**src/rtl/plru_way_arbiter.sv**
```systemverilog
// Tree pseudo-LRU replacement state for a set-associative cache, with victim selection
// that prefers invalid ways and one-hot array load enables for the chosen way.
module plru_way_arbiter #(
    parameter int unsigned WAYS = 4,
    parameter int unsigned SETS = 8,
    localparam int unsigned WB = $clog2(WAYS),
    localparam int unsigned IB = $clog2(SETS)
) (
    input  logic            clk,
    input  logic            reset,
    input  logic [IB-1:0]   index,
    input  logic [WB-1:0]   way_sel,
    input  logic            lru_or_way,
    input  logic [WAYS-1:0] valid_mask,
    input  logic            load_req,
    input  logic            touch,
    output logic [WAYS-1:0] load,
    output logic [WB-1:0]   victim
);

    localparam int unsigned Nodes = WAYS - 1;

    // Heap-ordered tree per set; a node bit of 0 points the victim into the lower half.
    logic [Nodes-1:0] plru_q [SETS];
    logic [Nodes-1:0] plru_d [SETS];

    logic [Nodes-1:0] cur_bits;
    logic [Nodes-1:0] upd_bits;
    logic [WB-1:0]    tree_way;
    logic [WB-1:0]    inv_way;
    logic             has_inv;
    logic [WB-1:0]    target;

    assign cur_bits = plru_q[index];

    // Walk the tree from the root following each node's pointer down to a leaf.
    always_comb begin
        int unsigned node;
        node = 0;
        for (int l = 0; l < int'(WB); l++) begin
            if (cur_bits[node]) begin
                node = 2 * node + 2;
            end else begin
                node = 2 * node + 1;
            end
        end
        tree_way = WB'(node - Nodes);
    end

    // Lowest-numbered invalid way wins, so scan from the top down.
    always_comb begin
        has_inv = 1'b0;
        inv_way = '0;
        for (int w = int'(WAYS) - 1; w >= 0; w--) begin
            if (!valid_mask[w]) begin
                has_inv = 1'b1;
                inv_way = WB'(w);
            end
        end
    end

    always_comb begin
        victim = has_inv ? inv_way : tree_way;
        target = lru_or_way ? way_sel : victim;
        load   = '0;
        if (load_req) begin
            load[target] = 1'b1;
        end
    end

    // Each node on the target's path is pointed at the opposite subtree.
    always_comb begin
        int unsigned node;
        logic        dir;
        upd_bits = cur_bits;
        node     = 0;
        for (int l = 0; l < int'(WB); l++) begin
            dir            = target[int'(WB) - 1 - l];
            upd_bits[node] = ~dir;
            node           = 2 * node + 1 + 32'(dir);
        end
    end

    always_comb begin
        plru_d = plru_q;
        if (touch) begin
            plru_d[index] = upd_bits;
        end
    end

    always_ff @(posedge clk) begin
        if (reset) begin
            for (int s = 0; s < int'(SETS); s++) begin
                plru_q[s] <= '0;
            end
        end else begin
            plru_q <= plru_d;
        end
    end

endmodule
```
**config.mk**
```make
export PLATFORM = sky130hd
export DESIGN_NAME = plru_way_arbiter
export DESIGN_NICKNAME = d
export VERILOG_FILES = /design/src/rtl/plru_way_arbiter.sv
export SDC_FILE = /design/constraint.sdc
export NUM_CORES = 1
export LEC_CHECK = 0
export ABC_AREA = 1
export BUFFER_PORTS_ARGS = -buffer_cell sky130_fd_sc_hd__buf_4
export CORE_ASPECT_RATIO = 0.6
export CORE_UTILIZATION = 45
export CTS_CLUSTER_SIZE = 12
export DETAILED_ROUTE_END_ITERATION = 16
export HOLD_SLACK_MARGIN = 0.02
export MAX_ROUTING_LAYER = met4
export PLACE_DENSITY_LB_ADDON = 0.12
export SLEW_MARGIN = 25
export SYNTH_ARGS = -nofsm -noshare
export SYNTH_HDL_FRONTEND = slang
export SYNTH_SLANG_ARGS = --single-unit
```
**constraint.sdc**
```tcl
create_clock -name clk -period 1.43 [get_ports clk]
set_clock_uncertainty 0.2 [all_clocks]
set_input_delay 0.0715 -clock clk [delete_from_list [all_inputs] [get_ports clk]]
set_output_delay 0.0715 -clock clk [all_outputs]
set_load 0.005 [all_outputs]
```
# Word level (Yosys, flattened, before mapping)
# Index checks and enable logic that the tools add are counted.
[classes]
addsub = 4
n_eq_ne = 0
n_div = 0
shift = 0
bitwise_logic = 3
n_reduce_logical = 3
muxes = 26
n_mul = 0
magnitude_cmp = 7
[op_table]
columns = ["operator", "count"]
rows = [
  ["24-bit bitwise mux", 1],
  ["2-bit two-way mux", 8],
  ["3-bit binary-select mux with 3-bit select", 1],
  ["3-bit demux with 3-bit select", 1],
  ["2-bit by 3-bit less-than comparator with 1-bit output, second input constant", 3],
  ["3-bit two-way mux", 3],
  ["1-bit two-way mux", 7],
  ["1-bit demux with 2-bit select", 2],
  ["2-bit by 1-bit greater-or-equal comparator with 1-bit output, second input constant", 2],
  ["4-bit greater-or-equal comparator, second input constant", 1],
  ["4-bit by 1-bit less-than comparator with 1-bit output, second input constant", 1],
  ["4-bit two-way mux", 1],
  ["3-bit NOT with 4-bit output", 1],
  ["3-bit bitwise mux", 1],
  ["1-bit logical AND", 3],
  ["1-bit by 1-bit adder with 2-bit output, first input constant", 1],
  ["2-bit by 1-bit adder with 2-bit output, second input constant", 1],
  ["2-bit adder, second input constant", 1],
  ["1-bit binary-select mux with 2-bit select", 1],
  ["1-bit NOT", 2],
  ["2-bit subtractor, second input constant", 1],
]
[word_totals]
latch_bits = 0
out_inout_bits = 6
ramBits = 0
mem_count = 0
register_bits = 24
romBits = 0

# Longest topological paths before layout
[logic_depth]
word_depth = 18
ltp_mapped = 13
depth_no_buf = 13

# Worst setup path before layout
# Ideal clock, no wire load.
[synth_path]
path_kind = "reg2reg"
from = "reg plru_q[18] (netlist bit)"
to = "reg plru_q[1] (netlist bit)"
slack_ps = -61
t_arrival_ps = 1166
required_ps = 1105
n_path_buf = 1
setup_time_ps = 125
path_stages_with_launch = 13
cell_sequence = "dfxtp_1 inv_1 nand2_1 nand3_1 nand2_2 nor2_2 nand2_1 nand3_1 o21ai_2 buf_6 nand2_4 nand2_4 a21oi_2"
[synth_via]
elab_chain_cells = 17
word_cells_on_any_way = 21
cone_classes = "add/sub: 4; order compare: 2; mux: 13; bitwise: 1; reduce/logical: 1"
[synth_rtl]
columns = ["item", "line", "text"]
rows = [
  ["start: declaration", "24", "logic [Nodes-1:0] plru_q [SETS];"],
  ["start signal: assignment", "97", "plru_q <= plru_d;"],
  ["3-bit binary-select mux with 3-bit select *", "34", "assign cur_bits = plru_q[index];"],
  ["3-bit two-way mux (not written as such) * (2 in a row)", "34", ""],
  ["2-bit two-way mux", "41", "if (cur_bits[node]) begin"],
  ["1-bit binary-select mux with 2-bit select", "41", ""],
  ["1-bit two-way mux (not written as such)", "41", ""],
  ["2-bit two-way mux *", "41", ""],
  ["2-bit subtractor *", "47", "tree_way = WB'(node - Nodes);"],
  ["2-bit two-way mux *", "63", "victim = has_inv ? inv_way : tree_way;"],
  ["2-bit two-way mux *", "64", "target = lru_or_way ? way_sel : victim;"],
  ["1-bit by 1-bit adder with 2-bit output", "80", "node = 2 * node + 1 + 32'(dir);"],
  ["2-bit by 3-bit less-than comparator with 1-bit output (not written as such) or 2-bit by 1-bit greater-or-equal comparator with 1-bit output (tied branches)", "79", "upd_bits[node] = ~dir;"],
  ["1-bit logical AND (not written as such)", "79", ""],
  ["1-bit two-way mux (not written as such)", "79", ""],
  ["1-bit demux with 2-bit select", "79", ""],
  ["3-bit bitwise mux *", "79", ""],
  ["24-bit bitwise mux *", "87", "plru_d[index] = upd_bits;"],
]
# Mark *: on every way between the ends. The rest lies on a longest branch, timed or not. The select of a mux whose other input is x is not followed.
# A chain may end at the register's enable or synchronous reset.

# Worst setup path in the final report
[layout_path]
from = "reg plru_q[21] (netlist bit)"
to = "out load[2]"
[layout_via]
elab_chain_cells = 15
word_cells_on_any_way = 18
cone_classes = "add/sub: 3; order compare: 2; mux: 12; reduce/logical: 1"
[layout_rtl]
columns = ["item", "line", "text"]
rows = [
  ["3-bit binary-select mux with 3-bit select *", "34", ""],
  ["3-bit two-way mux (not written as such) * (2 in a row)", "34", ""],
  ["2-bit two-way mux", "41", ""],
  ["1-bit binary-select mux with 2-bit select", "41", ""],
  ["1-bit two-way mux (not written as such)", "41", ""],
  ["2-bit two-way mux *", "41", ""],
  ["2-bit subtractor *", "47", ""],
  ["2-bit two-way mux *", "63", ""],
  ["2-bit two-way mux *", "64", ""],
  ["2-bit by 3-bit less-than comparator with 1-bit output (not written as such) or 2-bit by 1-bit greater-or-equal comparator with 1-bit output (tied branches)", "67", "load[target] = 1'b1;"],
  ["1-bit logical AND (not written as such)", "67", ""],
  ["1-bit two-way mux (not written as such)", "67", ""],
  ["1-bit demux with 2-bit select *", "67", ""],
  ["4-bit two-way mux *", "66", "if (load_req) begin"],
  ["end: declaration", "17", "output logic [WAYS-1:0] load,"],
]
# Marks and branches as above.

==> metrics.log <==
INFO  metric cts_hold_repair.buffers = 0
INFO  metric io_pins = 20
INFO  metric fin_ws = -606 ps
INFO  metric syn-num-nets = 220
INFO  metric crit_path_end_kind = output port
INFO  metric timing.hold.ws = 69.5 ps
INFO  metric dpl.cell_count = 282
INFO  metric synth.lib_cells_used.distinct = 20
INFO  metric post-route-period-util = 142%
INFO  metric final-instance-count-excl-fill = 289
INFO  metric hpwlAfterDp = 2.58 mm
INFO  metric power-per-cell-area = 852 nW/um^2
INFO  metric fp.dieArea = 3320 sq um
INFO  metric clock.fmax = 491 MHz
INFO  metric drt_pass1_iterations = 4
INFO  metric synth.top_cells.by_area = sky130_fd_sc_hd__dfxtp_1, sky130_fd_sc_hd__nand2_1, sky130_fd_sc_hd__inv_1, sky130_fd_sc_hd__o21ai_0, sky130_fd_sc_hd__a21oi_1
INFO  metric route.final.wire_length = 3.75 mm
INFO  metric setup_viol = 30
INFO  metric worst_r2r_startpoint = plru_q[21]
INFO  metric syn_avg_cell_area = 6.74 sq um
INFO  metric critPathLaunchType = flop
INFO  metric largest_register = plru_q
INFO  metric synth_largest_area_cell = sky130_fd_sc_hd__dfxtp_1
INFO  metric synth_top_area_share = 34.6%
INFO  metric critPathKind = reg -> out
INFO  metric num_vias = about 1400
INFO  metric cp.required = 1160 ps
INFO  metric finalPower = around 1.7 mW
INFO  metric outcome = finished with violations
INFO  metric die_y = 45.0 microns
INFO  metric layout.core_utilization = 69.8%
INFO  metric detailed_place.area = 1710 sq um
INFO  metric antenna_left = 0
INFO  metric timing_max_transition_violations_final = 0
INFO  metric grt_setup_unrepaired = yes
INFO  metric fillers = 228
INFO  metric syn-instance-count = 206
INFO  metric ir_drop = roughly 630 uV
INFO  metric grt_max_degree = 25
INFO  metric layout_min_cycle_time = around 2000 ps
INFO  metric detail_route.vias_per_cell = 4.92
INFO  metric first_pass_grt_wire_length = between 5 and 6 mm
INFO  metric tightest_slew = 461 ps
INFO  metric starting_density_of_the_core = between 40% and 50%
INFO  metric reg2reg_slack = -380 ps
INFO  metric critical_path.top_delay_family = simple AND/OR/NAND/NOR gates
INFO  metric ys_seq_area_share = about 35%
INFO  metric cts-root-buf = sky130_fd_sc_hd__clkbuf_8
INFO  metric leakage = 0.903 nW
INFO  metric drc = 0
INFO  metric grt_pass1_vias = 1269
INFO  metric mappedNetlistArea = 1390 sq um
INFO  metric die_span_x = 73.7 microns
INFO  metric totalNegativeSetupSlack = -10160 ps
INFO  metric final_cell_area = just over 2000 sq um
INFO  metric synthToLayoutAreaGrowth = 46.2%
INFO  metric cts.htree.levels = 1
INFO  metric number_of_buffers_inserted_during_clock_tree_synthesis = 3
INFO  metric cells_on_worst_reg2reg_path = 13
INFO  metric crit_path_max_incr_delay = about 330 ps
INFO  metric critPathArrivalTime = 1760 ps
INFO  metric yosys_warnings = 0
INFO  metric hold_end = plru_q[14]
INFO  metric number_of_sinks_on_the_clock_net = 24
INFO  metric gr-total-overflow = 0
INFO  metric largest_reg_flops = 24
INFO  metric coreArea = just under 3000 sq um
INFO  metric initialDrtViolationCount = 107
INFO  metric drive_gt1_share = roughly half
INFO  metric clock_insertion_delay_worst_skew = 270 ps
INFO  metric clock_tree_buf_depth = 2
INFO  metric cts.reportedPaths.clkPinSlew = 90 ps
INFO  metric cts_tree = done
INFO  metric whs_path_depth = 5
INFO  metric timing_hold_violations_final = 0
INFO  metric globalplace.congestion = 0.853
INFO  metric violations_in_the_final_reports = setup timing
INFO  metric hold_path_startpoint = reset
INFO  metric worst_path_max_delay_cell = sky130_fd_sc_hd__dfxtp_2
INFO  metric largestRegisters = plru_q: 24 flops
INFO  metric nets = 262
INFO  metric hold_path_class = in -> reg
INFO  metric critPathMaxFanout = 3
INFO  metric max-cap-violations = 0
INFO  metric regToRegEndpoint = plru_q[16]
INFO  metric cp.buffers_inverters = 2
INFO  metric diodes = 0
INFO  metric io_buffers = 19
INFO  metric drt-wirelength-per-cell = 13.0 microns
INFO  metric antenna_found_initial = 0
INFO  metric path_cells = inv_2, nand2_1, nand3_2, nand2_2, nor2_4, nand2_2, nand3_4, nand3_4, and2_4, nor3_4, buf_4
INFO  metric ys_ff_latch = 24
INFO  metric floorplan.rows = 15
INFO  metric slew_headroom = 69.1%
INFO  metric grt.total_usage = 24.1%
INFO  metric pre_cts_slack = -356 ps
INFO  metric worst-path-stages = 11
## synth_stat cells
library cell	number
sky130_fd_sc_hd__nand2_1	46
sky130_fd_sc_hd__inv_1	34
sky130_fd_sc_hd__o21ai_0	25
sky130_fd_sc_hd__dfxtp_1	24
sky130_fd_sc_hd__a21oi_1	16
sky130_fd_sc_hd__nor2_1	15
sky130_fd_sc_hd__nand3_1	11
sky130_fd_sc_hd__a21oi_2	8
sky130_fd_sc_hd__nand3_2	6
sky130_fd_sc_hd__nand2_2	5
sky130_fd_sc_hd__buf_6	3
sky130_fd_sc_hd__clkbuf_1	2
sky130_fd_sc_hd__inv_2	2
sky130_fd_sc_hd__nand2_4	2
sky130_fd_sc_hd__nor3_2	2
sky130_fd_sc_hd__and2_1	1
sky130_fd_sc_hd__nor2_2	1
sky130_fd_sc_hd__nor2_4	1
sky130_fd_sc_hd__o21ai_2	1
sky130_fd_sc_hd__or2_2	1
## power breakdown
| part | switching, mW | internal [mW] |
|---|---|---|
| sequential | 0.0133 | 0.694 |
| clock | 0.227 | 0.374 |
| combinational | 0.243 | 0.179 |
| total | 0.483 | 1.25 |
## placed cells by master, fill, tap and decap left out, drive strengths merged
cell	synthesis	routed
a21oi	24	24
nand3	17	17
bufinv	0	1
nor3	2	2
buf	3	42
nor2	17	17
nand2	53	53
clkbuf	2	3
o21ai	26	26
dfxtp	24	24
and2	1	1
or2	1	1
inv	36	36
## worst max-delay path by stage
stage | end | from
final | load[2] | plru_q[21]
after global routing | load[2] | plru_q[15]
after CTS | load[3] | plru_q[18]
after detailed placement | load[2] | index[0]
after global placement | load[2] | index[0]
after floorplan | plru_q[10] | plru_q[4]
## layer usage
layer / vias up / global-route usage, % / share of wire [%]
met5: - / - / 0
met4: 0 / 4.62 / 0.48
met3: 2 / 4.69 / 4.1
met2: 27 / 37.6 / 45
met1: 662 / 32.8 / 50
li1: 731 / - / -
## cells by family after synthesis
group / count (synthesis) / share of synthesized area [%]
flops: 24 / 34.6
simple gates: 91 / 32.3
buf+inv: 41 / 12.7
compound gates: 50 / 20.5
## worst register-to-register path: stages (launching register included)
cell and delay (ps):
sky130_fd_sc_hd__dfxtp_2 330, sky130_fd_sc_hd__inv_2 40, sky130_fd_sc_hd__nand2_1 50, sky130_fd_sc_hd__nand3_2 90, sky130_fd_sc_hd__nand2_2 90, sky130_fd_sc_hd__nor2_4 160
sky130_fd_sc_hd__nand2_2 70, sky130_fd_sc_hd__nand3_2 70, sky130_fd_sc_hd__o21ai_4 90, sky130_fd_sc_hd__buf_6 140, sky130_fd_sc_hd__buf_6 120, sky130_fd_sc_hd__nand2_4 80
sky130_fd_sc_hd__nand2_8 90, sky130_fd_sc_hd__a21oi_2 140
## layout make-up
class | count | area, sq um | area share (%)
clock inverters | 1 | 30.0 | 1.48
inverters | 36 | 135 | 6.65
flip-flops and latches | 24 | 494 | 24.3
well taps | 42 | 52.6 | 2.59
multi-input cells | 141 | 932 | 45.9
repair buffers | 42 | 345 | 17.0
clock buffers | 3 | 41.3 | 2.03
## timing repair
item | 4_1_cts | 5_1_grt
setup buffers | 2 | 1
gates resized for setup | 20 | 47
hold endpoints to repair | 0 | 0
pin swaps | 7 | 10
gates cloned | 0 | 0
setup endpoints to repair | 30 | 30
Note: power is estimated with default switching activity, not from simulation.
